==> src/rtl/mvm_mac_engine_if.sv <==
// Start/busy handshake bundle between the vector sequencer (master) and the MAC engine (slave).
interface mvm_mac_engine_if #(
  parameter int NUM_BIT = 16,
  parameter int NUM_DIM = 8
);
  logic                              i_start_mac;
  logic                              i_clr_mac;
  logic [NUM_DIM-1:0][NUM_BIT-1:0]   i_x_mac;
  logic [NUM_BIT-1:0]                i_w_mac;
  logic                              o_busy_mac;
  logic                              o_done_mac;
  logic [NUM_DIM-1:0][NUM_BIT-1:0]   o_result_mac;

  modport master (
    output i_start_mac, i_clr_mac, i_x_mac, i_w_mac,
    input  o_busy_mac, o_done_mac, o_result_mac
  );

  modport slave (
    input  i_start_mac, i_clr_mac, i_x_mac, i_w_mac,
    output o_busy_mac, o_done_mac, o_result_mac
  );
endinterface

==> src/rtl/mvm_mac_engine.sv <==
// Scalar-times-vector accumulate engine, LANES elements per cycle, persistent accumulators.
// Define MAC_SAT_EN for saturating accumulation; otherwise accumulation wraps two's complement.
module mvm_mac_engine #(
  parameter int NUM_BIT   = 16,
  parameter int NUM_DIM   = 8,
  parameter int FRAC_BITS = 8,
  parameter int LANES     = 2
) (
  input  logic              i_clk_mac,
  input  logic              i_rst_mac,
  mvm_mac_engine_if.slave   bus
);

  localparam int IDXW = (NUM_DIM > 1) ? $clog2(NUM_DIM) : 1;

  typedef enum logic [1:0] {S_IDLE, S_BUSY, S_DONE} state_t;

  state_t                           state_q, state_d;
  logic [IDXW-1:0]                  idx_q;
  logic [NUM_DIM-1:0][NUM_BIT-1:0]  x_q;
  logic signed [NUM_BIT-1:0]        w_q;
  logic [NUM_DIM-1:0][NUM_BIT-1:0]  acc_q;
  logic [LANES-1:0][NUM_BIT-1:0]    lane_sum;
  logic                             last_beat;

`ifdef MAC_SAT_EN
  localparam logic signed [2*NUM_BIT-1:0] MAX_W = {{(NUM_BIT+1){1'b0}}, {(NUM_BIT-1){1'b1}}};
  localparam logic signed [2*NUM_BIT-1:0] MIN_W = ~MAX_W;

  function automatic logic signed [NUM_BIT-1:0] sat_word(input logic signed [2*NUM_BIT-1:0] v);
    if (v > MAX_W)      return {1'b0, {(NUM_BIT-1){1'b1}}};
    else if (v < MIN_W) return {1'b1, {(NUM_BIT-1){1'b0}}};
    else                return v[NUM_BIT-1:0];
  endfunction

  // One guard bit is enough: a disagreement between the top two bits means overflow.
  function automatic logic signed [NUM_BIT-1:0] sat_add(input logic signed [NUM_BIT-1:0] a,
                                                        input logic signed [NUM_BIT-1:0] b);
    logic signed [NUM_BIT:0] s;
    s = {a[NUM_BIT-1], a} + {b[NUM_BIT-1], b};
    if (s[NUM_BIT] != s[NUM_BIT-1])
      return s[NUM_BIT] ? {1'b1, {(NUM_BIT-1){1'b0}}} : {1'b0, {(NUM_BIT-1){1'b1}}};
    else
      return s[NUM_BIT-1:0];
  endfunction
`endif

  function automatic logic signed [NUM_BIT-1:0] mac_lane(input logic signed [NUM_BIT-1:0] acc,
                                                         input logic signed [NUM_BIT-1:0] x,
                                                         input logic signed [NUM_BIT-1:0] w);
    logic signed [2*NUM_BIT-1:0] p;
    p = x * w;
`ifdef MAC_SAT_EN
    return sat_add(acc, sat_word(p >>> FRAC_BITS));
`else
    return acc + NUM_BIT'(p >>> FRAC_BITS);
`endif
  endfunction

  assign last_beat = (idx_q == IDXW'(NUM_DIM - LANES));

  always_comb begin
    lane_sum = '0;
    for (int k = 0; k < LANES; k++)
      lane_sum[k] = mac_lane(acc_q[idx_q + IDXW'(k)], x_q[idx_q + IDXW'(k)], w_q);
  end

  always_ff @(posedge i_clk_mac or posedge i_rst_mac) begin
    if (i_rst_mac) state_q <= S_IDLE;
    else           state_q <= state_d;
  end

  always_comb begin
    state_d = state_q;
    case (state_q)
      S_IDLE:  if (bus.i_start_mac) state_d = S_BUSY;
      S_BUSY:  if (last_beat)       state_d = S_DONE;
      S_DONE:  state_d = S_IDLE;
      default: state_d = S_IDLE;
    endcase
  end

  // Busy includes the raw start so the sequencer sees the ack in its request cycle.
  always_comb begin
    bus.o_done_mac = (state_q == S_DONE);
    bus.o_busy_mac = (state_q != S_IDLE) | ((state_q == S_IDLE) & bus.i_start_mac);
  end

  // Clear is applied before the latch so a combined clr+start accumulates onto zero.
  always_ff @(posedge i_clk_mac or posedge i_rst_mac) begin
    if (i_rst_mac) begin
      idx_q <= '0;
      x_q   <= '0;
      w_q   <= '0;
      acc_q <= '0;
    end else begin
      case (state_q)
        S_IDLE: begin
          if (bus.i_clr_mac) acc_q <= '0;
          if (bus.i_start_mac) begin
            x_q   <= bus.i_x_mac;
            w_q   <= bus.i_w_mac;
            idx_q <= '0;
          end
        end
        S_BUSY: begin
          for (int k = 0; k < LANES; k++)
            acc_q[idx_q + IDXW'(k)] <= lane_sum[k];
          idx_q <= idx_q + IDXW'(LANES);
        end
        default: ;
      endcase
    end
  end

  assign bus.o_result_mac = acc_q;

endmodule
==> src/flat_wrapper.sv <==
// flat-port wrapper written by rule: the top's interface ports become plain ports
module mvm_mac_engine_flat 
#(
  parameter int NUM_BIT   = 16,
  parameter int NUM_DIM   = 8,
  parameter int FRAC_BITS = 8,
  parameter int LANES     = 2
)
  (i_clk_mac, i_rst_mac, bus_i_start_mac, bus_i_clr_mac, bus_i_x_mac, bus_i_w_mac, bus_o_busy_mac, bus_o_done_mac, bus_o_result_mac);
  mvm_mac_engine_if #(.NUM_BIT(NUM_BIT), .NUM_DIM(NUM_DIM)) bus_i ();
  input  logic i_clk_mac;
  input  logic i_rst_mac;
  input wire logic [$bits(bus_i.i_start_mac)-1:0] bus_i_start_mac;
  input wire logic [$bits(bus_i.i_clr_mac)-1:0] bus_i_clr_mac;
  input wire logic [$bits(bus_i.i_x_mac)-1:0] bus_i_x_mac;
  input wire logic [$bits(bus_i.i_w_mac)-1:0] bus_i_w_mac;
  output wire logic [$bits(bus_i.o_busy_mac)-1:0] bus_o_busy_mac;
  output wire logic [$bits(bus_i.o_done_mac)-1:0] bus_o_done_mac;
  output wire logic [$bits(bus_i.o_result_mac)-1:0] bus_o_result_mac;
  assign bus_i.i_start_mac = bus_i_start_mac;
  assign bus_i.i_clr_mac = bus_i_clr_mac;
  assign bus_i.i_x_mac = bus_i_x_mac;
  assign bus_i.i_w_mac = bus_i_w_mac;
  assign bus_o_busy_mac = bus_i.o_busy_mac;
  assign bus_o_done_mac = bus_i.o_done_mac;
  assign bus_o_result_mac = bus_i.o_result_mac;
  mvm_mac_engine #(.NUM_BIT(NUM_BIT), .NUM_DIM(NUM_DIM), .FRAC_BITS(FRAC_BITS), .LANES(LANES)) u_core (.i_clk_mac(i_clk_mac), .i_rst_mac(i_rst_mac), .bus(bus_i));
endmodule
==> config.mk <==
export PLATFORM = sky130hd
export DESIGN_NAME = mvm_mac_engine_flat
export DESIGN_NICKNAME = d
export VERILOG_FILES = /design/src/rtl/mvm_mac_engine_if.sv /design/src/rtl/mvm_mac_engine.sv /design/src/flat_wrapper.sv
export SDC_FILE = /design/constraint.sdc
export NUM_CORES = 2
export LEC_CHECK = 0
export CAP_MARGIN = 40
export CORE_MARGIN = 2
export CORE_UTILIZATION = 50
export CTS_CLUSTER_SIZE = 12
export DETAILED_ROUTE_END_ITERATION = 12
export PLACE_DENSITY = 0.77
export SLEW_MARGIN = 20
export SYNTH_ARGS = -nofsm -noshare
export SYNTH_HDL_FRONTEND = slang
export SYNTH_SLANG_ARGS = --single-unit
==> constraint.sdc <==
create_clock -name i_clk_mac -period 9.83 [get_ports i_clk_mac]
set_input_delay 1.966 -clock i_clk_mac [delete_from_list [all_inputs] [get_ports i_clk_mac]]
set_output_delay 1.966 -clock i_clk_mac [all_outputs]
set_load 0.1 [all_outputs]
==> flow_metrics.py <==
metrics = {
    "outcome": {
        "status": "finished clean",
    },
    "die": {
        "start_util_pct": 50.5,
        "core-area_um2": 55000,
        "io-pin-count": 278,
        "num_rows": 86,
        "die_w_um": 240,
        "die_area_um2": 57500,
        "die_y_um": 240,
    },
    "place": {
        "routabilityCongestion": 0.915,
        "place_hpwl_mm": 61.1,
        "port_buffers": 277,
        "placed_cells": 3948,
    },
    "detailed_routing": {
        "drc": 0,
        "routed_wl_mm": 79.8,
        "antenna_left": 0,
        "drt_pass1_iterations": 8,
        "vias": 22110,
        "drt-wirelength-per-cell_um": 19.9,
        "drt_iter0_drc": 1884,
        "viasPerCell": 5.52,
    },
    "global_route": {
        "grt_pass1_wl_mm": 128,
        "grt_usage_pct": 28.7,
        "grt_max_degree": 142,
        "grt_overflow": 0,
        "grt_pass1_vias": 23847,
        "antenna_found_initial": 1,
    },
    "critical_path": {
        "cp_slowest_cell": "mux4_2",
        "crit_path_start_kind": "flop",
        "critical_path.max_stage_delay_ns": 0.76,
        "cp.required_ns": 10.30,
        "cp-end-kind": "flop",
        "critPathMaxFanout": 22,
        "r2r_slack_ns": 0.66,
        "crit_arrival_ns": 9.64,
        "cp_common_cell": "fa_1",
        "critPathKind": "reg2reg",
    },
    "final_layout": {
        "nets": 3936,
        "drive_gt1_share_pct": 8.94,
        "area_growth_pct": 24.1,
        "instances_no_fill": 4004,
        "diodes": 0,
    },
    "worst_hold_path": {
        "hp-class": "reg2reg",
    },
    "sta": {
        "hold_viol_final": 0,
        "max_freq_mhz": 109,
        "fin_crit_ns": 9.17,
        "tns_ns": 0,
        "slew_violations": 0,
        "worst_slew_pin_slew_ns": 0.820,
        "relSlewSlack_pct": 45.3,
        "period_share_pct": 93.3,
        "finalSetupViolCount": 0,
        "rsz0062_at_grt": "false",
        "fin_skew_ns": 0.0347,
    },
    "logic_synthesis": {
        "synth_seq_area_share_pct": 24.9,
        "yosys-top-cells-area": "fa_1, dfrtp_1, nand2_1",
        "synthesis.nets": 3604,
        "yosys_register_bits": 276,
        "netlist.top_cell.by_area": "fa_1",
        "synth_area_um2": 27800,
        "synth_edf_count": 0,
        "yosysMostFrequentCell": "nand2_1",
        "ys_types": 52,
        "syn_area_per_cell_um2": 9.56,
        "netlist_instances": 2904,
        "yosys_most_used_dff": "dfrtp_1",
        "yosysWarnings": 0,
        "netlist_top_cells_count": "nand2_1, inv_1, fa_1",
        "yosysTopAreaCellShare_pct": 27.0,
        "async_flop_share_pct": 100,
    },
    "cts": {
        "cts_resized": 0,
        "htreeDepth": 1,
        "clk_latency_ns": 0.61,
        "cts_root_buffer": "clkbuf_16",
        "cts_made_buffers": 30,
        "clk_pin_slew_ns": 0.06,
        "hold_buffers": 0,
        "cts_num_sinks": 276,
        "cts_tree": "yes",
        "clock_path_buffers": 3,
        "post-cts-setup-buffer-count": 0,
    },
    "job": {
        "maxCapViolCount": 0,
    },
}
layer usage:
metal / routed length [um] / vias up / global-route usage (%)
met4: 4600 / 0 / 15.0
met1: 30600 / 11066 / 36.2
met5: 0 / - / 0
met2: 38400 / 1100 / 47.4
met3: 6140 / 321 / 4.96
li1: - / 9623 / -
cell families (layout without fill, tap and decap cells):
| group | Yosys count | after routing | synth area share [%] |
|---|---|---|---|
| DFF | 276 | 276 | 24.9 |
| xor gates and xnor gates | 99 | 99 | 3.15 |
| and+or+nand+nor | 1018 | 1018 | 16.3 |
| muxes | 64 | 64 | 5.19 |
| AOI/OAI and AO/OA | 252 | 252 | 6.67 |
| adders and majority gates | 552 | 552 | 35.0 |
| buffers and inverters | 643 | 995 | 8.88 |
cell usage in the layout (no fill, tap or decap), drive strengths merged, types with 6 or more instances in the layout:
master / count
xnor2: 76
inv: 501
nor3: 8
buf: 166
mux4: 64
clkbuf: 47
ha: 178
dfrtp: 276
a21o: 22
clkdlybuf4s50: 277
o21ai: 42
nor2b: 6
a22o: 105
nand2b: 11
nand2: 694
nand3: 12
a21oi: 36
o21a: 12
xor2: 23
fa: 374
nor2: 44
and2: 226
worst max-delay path: cells and delay by family, from the launching register on:
family	cells	cell delay, ns
simple gates	1	0.26
fa+ha+maj	8	3.66
flops	1	0.70
xor+xnor	3	0.68
buf+inv	4	0.20
compound gates	12	2.77
mux	1	0.76
final cells by class:
| class | count | area, um2 |
|---|---|---|
| Tap cell | 748 | 936 |
| Clock buffer | 47 | 915 |
| Clock inverter | 5 | 61.3 |
| Multi-Input combinational cell | 1985 | 18400 |
| Inverter | 500 | 1880 |
| Fill cell | 4211 | 20500 |
| Sequential cell | 276 | 6910 |
| Timing Repair Buffer | 443 | 5360 |
final timing paths:
check                           startpoint                           to  depth (start not counted)
setup reg to reg           u_core.idx_q[1]  u_core.bus.o_result_mac[31]                         29
hold reg to reg            u_core.x_q[125]              u_core.x_q[125]                          2
setup / recovery           u_core.idx_q[1]  u_core.bus.o_result_mac[31]                         29
hold / removal             u_core.x_q[125]              u_core.x_q[125]                          2
min in group asynchronous        i_rst_mac  u_core.bus.o_result_mac[93]                          2
max in group asynchronous        i_rst_mac               u_core.x_q[25]                          3
registers in the layout, summed over array words and instances (netlist names):
| name | cells |
|---|---|
| u_core.bus.o_result_mac | 128 |
| u_core.idx_q | 2 |
| u_core.state_q | 2 |
| u_core.w_q | 16 |
| u_core.x_q | 128 |
through the flow:
stage | util (%) | hold slack (ns) | cell area, um2 | worst slack, ns
6_report | 62.7 | 0.468 | 34500 | 0.657
3_3_place_gp | 56.6 | 0.452 | 31100 | 1.12
2_1_floorplan | - | 0.440 | 27800 | 0.255
5_1_grt | 62.7 | 0.490 | 34500 | 0.142
3_5_place_dp | 60.8 | 0.457 | 33400 | 0.858
4_1_cts | 62.6 | 0.472 | 34400 | 0.757
Power is not shown: default switching activity piles up to over one toggle a cycle in this logic, so the estimate is an artifact.
